===== config.mk =====
export PLATFORM = sky130hd
export DESIGN_NAME = imm_rot_encoder
export DESIGN_NICKNAME = d
export VERILOG_FILES = /design/src/rtl/imm_enc_pkg.sv /design/src/rtl/imm_rot_checker.sv /design/src/rtl/imm_rot_encoder.sv
export SDC_FILE = /design/constraint.sdc
export NUM_CORES = 1
export LEC_CHECK = 0
export CAP_MARGIN = 25
export CORE_ASPECT_RATIO = 1.75
export CORE_MARGIN = 4
export CORE_UTILIZATION = 45
export DETAILED_ROUTE_END_ITERATION = 8
export PLACE_DENSITY = 0.73
export SLEW_MARGIN = 30
export SYNTH_ARGS = -nofsm -noshare
export SYNTH_HDL_FRONTEND = slang
export SYNTH_SLANG_ARGS = --single-unit

===== constraint.sdc =====
create_clock -name clk -period 2.9 [get_ports clk]
set_input_delay 0.58 -clock clk [delete_from_list [all_inputs] [get_ports clk]]
set_output_delay 0.58 -clock clk [all_outputs]
set_load 0.005 [all_outputs]

===== src/rtl/imm_enc_pkg.sv =====
// Shared types and helpers for the rotate-immediate encoder.
// Holds the search FSM state encoding and the 32-bit rotate-left helper.
package imm_enc_pkg;

  typedef enum logic [1:0] {
    IDLE,
    SEARCH,
    SEARCH_INV,
    DONE
  } state_t;

  localparam int ROT_STEPS = 16;

  function automatic logic [31:0] rol32(
    input logic [31:0] value,
    input logic [4:0]  amt
  );
    logic [63:0] dbl;
    dbl = {value, value} << amt;
    return dbl[63:32];
  endfunction

endpackage


===== src/rtl/imm_rot_checker.sv =====
// Tests a window of consecutive rotations of one candidate.
// The lowest hitting rotation wins, giving the canonical encoding.
module imm_rot_checker
  import imm_enc_pkg::*;
#(
  parameter int CHECKS_PER_CYCLE = 1
) (
  input  logic [31:0] cand,
  input  logic [3:0]  base_rot,
  output logic        hit,
  output logic [3:0]  rot,
  output logic [7:0]  imm8
);

  logic [3:0]  r_i;
  logic [31:0] rv;

  // Walk downwards so the lowest rotation is assigned last.
  always_comb begin
    hit  = 1'b0;
    rot  = '0;
    imm8 = '0;
    r_i  = '0;
    rv   = '0;
    for (int i = CHECKS_PER_CYCLE - 1; i >= 0; i--) begin
      r_i = base_rot + 4'(i);
      rv  = rol32(cand, {r_i, 1'b0});
      if (rv[31:8] == 24'h0) begin
        hit  = 1'b1;
        rot  = r_i;
        imm8 = rv[7:0];
      end
    end
  end

endmodule


===== src/rtl/imm_rot_encoder.sv =====
// Iterative search for a {rot,imm8} operand2 encoding of a constant.
// Optionally retries with the inverted value for MVN/BIC substitution.
module imm_rot_encoder
  import imm_enc_pkg::*;
#(
  parameter int DATA_LEN         = 32,
  parameter int CHECKS_PER_CYCLE = 1,
  parameter int ALLOW_INV        = 1
) (
  input  logic                clk,
  input  logic                rst_n,
  input  logic                in_valid,
  output logic                in_ready,
  input  logic [DATA_LEN-1:0] in_value,
  output logic                out_valid,
  input  logic                out_ready,
  output logic                found,
  output logic                inverted,
  output logic [11:0]         offset
);

  localparam int STEPS = ROT_STEPS / CHECKS_PER_CYCLE;
  localparam int SW    = (STEPS > 1) ? $clog2(STEPS) : 1;

  state_t              state;
  logic [SW-1:0]       step;
  logic [DATA_LEN-1:0] cand;
  logic [3:0]          base_rot;
  logic                hit;
  logic [3:0]          hit_rot;
  logic [7:0]          hit_imm;
  logic                last_step;

  assign base_rot  = 4'(32'(step) * CHECKS_PER_CYCLE);
  assign last_step = (step == SW'(STEPS - 1));

  imm_rot_checker #(
    .CHECKS_PER_CYCLE(CHECKS_PER_CYCLE)
  ) u_checker (
    .cand    (cand),
    .base_rot(base_rot),
    .hit     (hit),
    .rot     (hit_rot),
    .imm8    (hit_imm)
  );

  always_ff @(posedge clk or negedge rst_n) begin
    if (!rst_n) begin
      state     <= IDLE;
      in_ready  <= 1'b1;
      out_valid <= 1'b0;
      found     <= 1'b0;
      inverted  <= 1'b0;
      offset    <= '0;
      step      <= '0;
      cand      <= '0;
    end else begin
      unique case (state)
        IDLE: begin
          if (in_valid) begin
            cand     <= in_value;
            step     <= '0;
            in_ready <= 1'b0;
            found    <= 1'b0;
            inverted <= 1'b0;
            offset   <= '0;
            state    <= SEARCH;
          end
        end
        SEARCH, SEARCH_INV: begin
          if (hit) begin
            found    <= 1'b1;
            offset   <= {hit_rot, hit_imm};
            inverted <= (state == SEARCH_INV);
            state    <= DONE;
          end else if (last_step) begin
            if (state == SEARCH && ALLOW_INV != 0) begin
              cand  <= ~cand;
              step  <= '0;
              state <= SEARCH_INV;
            end else begin
              found    <= 1'b0;
              inverted <= 1'b0;
              offset   <= '0;
              state    <= DONE;
            end
          end else begin
            step <= step + 1'b1;
          end
        end
        DONE: begin
          // Result registers settle one cycle before out_valid rises.
          if (!out_valid) begin
            out_valid <= 1'b1;
          end else if (out_ready) begin
            out_valid <= 1'b0;
            in_ready  <= 1'b1;
            state     <= IDLE;
          end
        end
        default: state <= IDLE;
      endcase
    end
  end

endmodule


==> impl_metrics.py <==
metrics = {
    "status": {
        "outcome": "complete, no violations",
    },
    "floorplanning": {
        "core-area_um2": 9970,
        "fp.dieW_um": 84.84,
        "die_h_um": 142.5,
        "io_pins": 52,
        "die_area_um2": 12090,
        "rows": 48,
        "start_util_pct": 46.64,
    },
    "sta": {
        "slew_headroom_pct": 50.85,
        "final.setup_skew_ns": 0.006997,
        "worst_pin_slew_ns": 0.7372,
        "post-route-min-period_ns": 2.818,
        "rsz0062_at_grt": "no",
        "fin_ws_ns": 0.08158,
        "fin_crit_sh_pct": 97.19,
        "finalSetupViolations": 0,
        "max_freq_ghz": 0.3548,
        "finalHoldViolCount": 0,
        "drv_slew": 0,
    },
    "cts": {
        "cts.clk_slew.worst_paths_ns": 0.07,
        "cts_made_buffers": 5,
        "htreeDepth": 2,
        "cts-root-buf": "clkbuf_16",
        "clockBufferDepth": 2,
        "cts_tree": "yes",
        "cts_sinks": 54,
        "clock_latency_ns": 0.30,
    },
    "detailed_routing": {
        "drc": 0,
        "ant_nets": 0,
        "routed_wl_mm": 13.93,
        "drt-vias-per-instance": 6.374,
        "drt_iter0_drc": 308,
        "first_pass_iters": 5,
        "routed-via-count": 4334,
        "drt-wirelength-per-cell_um": 20.49,
    },
    "placed_design": {
        "hpwl_mm": 10.27,
        "io_buffers": 51,
        "gp_congestion": 0.9785,
        "dpl_worst_slack_ns": -0.04586,
    },
    "pwr": {
        "clkPwrFrac_pct": 10.5,
        "p_per_area_nw_per_um2": 1164,
        "ir_drop_mv": 0.5344,
        "switching_share_pct": 47.62,
        "p_int_mw": 3.442,
        "leakagePower_nw": 2.215,
        "p_comb_share_pct": 64.5,
        "finalPower_mw": 6.571,
        "seq_power_share_pct": 25.1,
        "switchingPower_mw": 3.129,
    },
    "critical_path": {
        "worst_path_max_delay_cell": "dfrtp_4",
        "startpoint": "step[0]",
        "r2r_start": "step[0]",
        "max_stage_delay_ns": 0.50,
        "cp.required_ns": 3.08,
        "critPathArrivalTime_ns": 2.99,
        "endpoint": "cand[27]",
        "critPathMaxFanout": 16,
        "r2r.worst_path.cells": 10,
        "crit_type": "reg2reg",
        "startpoint_type": "register",
        "cp-end-kind": "register",
        "path_cells": "buf_4 > mux4_2 > nor2b_1 > nor4b_2 > o22ai_1 > nor2_2 > and3_1 > or2_4 > clkbuf_16 > o31ai_2",
        "ff2ff_setup_slack_ns": 0.08,
        "r2r_end": "cand[27]",
    },
    "grt": {
        "grt_pass1_wl_mm": 22.20,
        "track_usage_pct": 22.81,
        "grt_pass1_vias": 4253,
        "grt_max_degree": 74,
        "grt.overflow.total": 0,
        "antenna_found_initial": 0,
    },
    "layout": {
        "final_net_count": 595,
        "layout_common_cells": "57 x nor2_1, 52 x dfrtp_1, 50 x clkdlybuf4s50_1",
        "area_growth_pct": 21.39,
        "post-route-util_pct": 56.61,
        "final_common_cell": "nor2_1",
        "n_antenna_cell": 0,
        "drive_gt1_share_pct": 22.88,
    },
    "logic_synthesis": {
        "yosysWarnings": 0,
        "synthFlopType": "dfrtp_1",
        "syn_avg_cell_area_um2": 9.355,
        "netlist_instances": 497,
        "ys_seq_area_share_pct": 29.09,
        "syn_nets": 538,
        "synth_compound_area_share_pct": 26.72,
        "synth_area_um2": 4649,
        "yosysUniqueCellTypes": 66,
        "synthAdderAreaFrac_pct": 1.346,
        "synth-simple-area-share_pct": 19.62,
        "synthXorXnorAreaFrac_pct": 0.1884,
        "synthMuxAreaShare_pct": 15.50,
        "async_flop_share_pct": 100.0,
        "synth_edf_count": 0,
        "ys_ff_latch": 54,
        "synth_top_family_by_area": "compound AO/OA/AOI/OAI gates",
    },
    "run": {
        "cap_violations": 0,
    },
    "worst_hold_path": {
        "hold_path_class": "in2async",
    },
}
## layout make-up
type,count,area (µm²)
inverters,7,26.28
fillers,916,4325
flip-flops and latches,54,1356
repair buffers,103,979.7
multi-input cells,383,2963
well taps,125,156.4
clock buffers,7,132.6
clock inverters,1,30.03
## how the worst min path moves through the flow
stage | startpoint | end | slack (ns)
2_1_floorplan | rst_n | cand[0] | 0.28
3_3_place_gp | found | found | 0.46
3_5_place_dp | found | found | 0.47
4_1_cts | rst_n | cand[0] | 0.35
5_1_grt | rst_n | cand[0] | 0.39
6_report | rst_n | cand[30] | 0.33
## repair_timing
action | in CTS | in global routing
pin swaps | 0 | 2
cloned | 0 | 1
hold buffers | 0 | 0
resized for setup | 2 | 4
endpoints found under the setup margin | 32 | 32
setup buffers | 2 | 2
## stage by stage
step / setup TNS (ns) / hold WS [ns] / instances / cell area [µm²]
after CTS: 0 / 0.3503 / 677 / 5592
after global placement: -3.211 / 0.4581 / 667 / 5406
final: 0 / 0.3327 / 680 / 5644
after detailed placement: -0.5404 / 0.4690 / 667 / 5406
after global routing: 0 / 0.3906 / 680 / 5644
after floorplan: 0 / 0.2844 / 497 / 4649
## power groups by stage
stage               clock (mW)  combinational, mW  sequential (mW)
finish                   0.687               4.24             1.65
global route             0.729               4.55             1.69
CTS                      0.702               4.09             1.64
detailed placement           0               4.02             1.66
global placement             0               3.92             1.64
floorplan                    0               3.17             1.29
## worst max-delay path: cells and delay by family, from the launching register on
family                 cells  cell delay (ns)
and+or+nand+nor            5             1.08
AOI/OAI and AO/OA          2             0.25
muxes                      1             0.50
DFF                        1             0.50
buffers and inverters      2             0.36
## Yosys cell counts, types with 2 or more instances
cell type / count / area, µm²
inv_1: 6 / 22.52
o21ai_0: 10 / 50.05
o2bb2ai_1: 2 / 17.52
mux2_2: 2 / 22.52
o31ai_2: 31 / 387.9
mux4_2: 17 / 382.9
buf_4: 5 / 37.54
nor3b_1: 3 / 22.52
o31ai_1: 37 / 277.8
nor2_1: 57 / 214.0
nand2_1: 24 / 90.09
clkbuf_2: 2 / 10.01
nor4_1: 7 / 43.79
a31oi_1: 3 / 18.77
a211oi_2: 3 / 37.54
nor4b_1: 2 / 17.52
a211oi_1: 5 / 37.54
buf_2: 7 / 35.03
dfrtp_1: 53 / 1326
nand3_1: 12 / 60.06
o32ai_1: 2 / 17.52
nand4_1: 2 / 12.51
or4_1: 2 / 15.01
nand2b_1: 5 / 31.28
nor2b_1: 38 / 237.7
buf_6: 9 / 101.4
mux2i_1: 27 / 270.3
o22ai_1: 2 / 12.51
and3_1: 2 / 12.51
ha_1: 5 / 62.56
buf_1: 3 / 11.26
mux2_1: 2 / 22.52
nor3_1: 15 / 75.07
clkbuf_1: 25 / 93.84
a22o_1: 10 / 87.58
a21oi_1: 27 / 135.1
o211ai_1: 4 / 30.03
## sequential cells by signal (all words and copies together) (netlist names)
register	cells
cand	32
offset	12
step	4
state	2
found	1
in_ready	1
inverted	1
out_valid	1
## cells by family after synthesis
family                   count (synthesis)
AO/OA/AOI/OAI                          150
XOR/XNOR                                 1
adder cells (fa/ha/maj)                  5
buffers and inverters                   60
flip-flops                              54
multiplexers                            49
AND/OR/NAND/NOR                        178
## per-layer routing
| layer | GRT usage (%) | wire, µm | vias up |
|---|---|---|---|
| met1 | 27.19 | 5435 | 2150 |
| met5 | 0 | 0 | - |
| met4 | 12.26 | 716 | 0 |
| met2 | 39.90 | 7174 | 159 |
| met3 | 2.433 | 604 | 46 |
| li1 | - | - | 1979 |
Note: power is estimated with default switching activity, not from simulation.
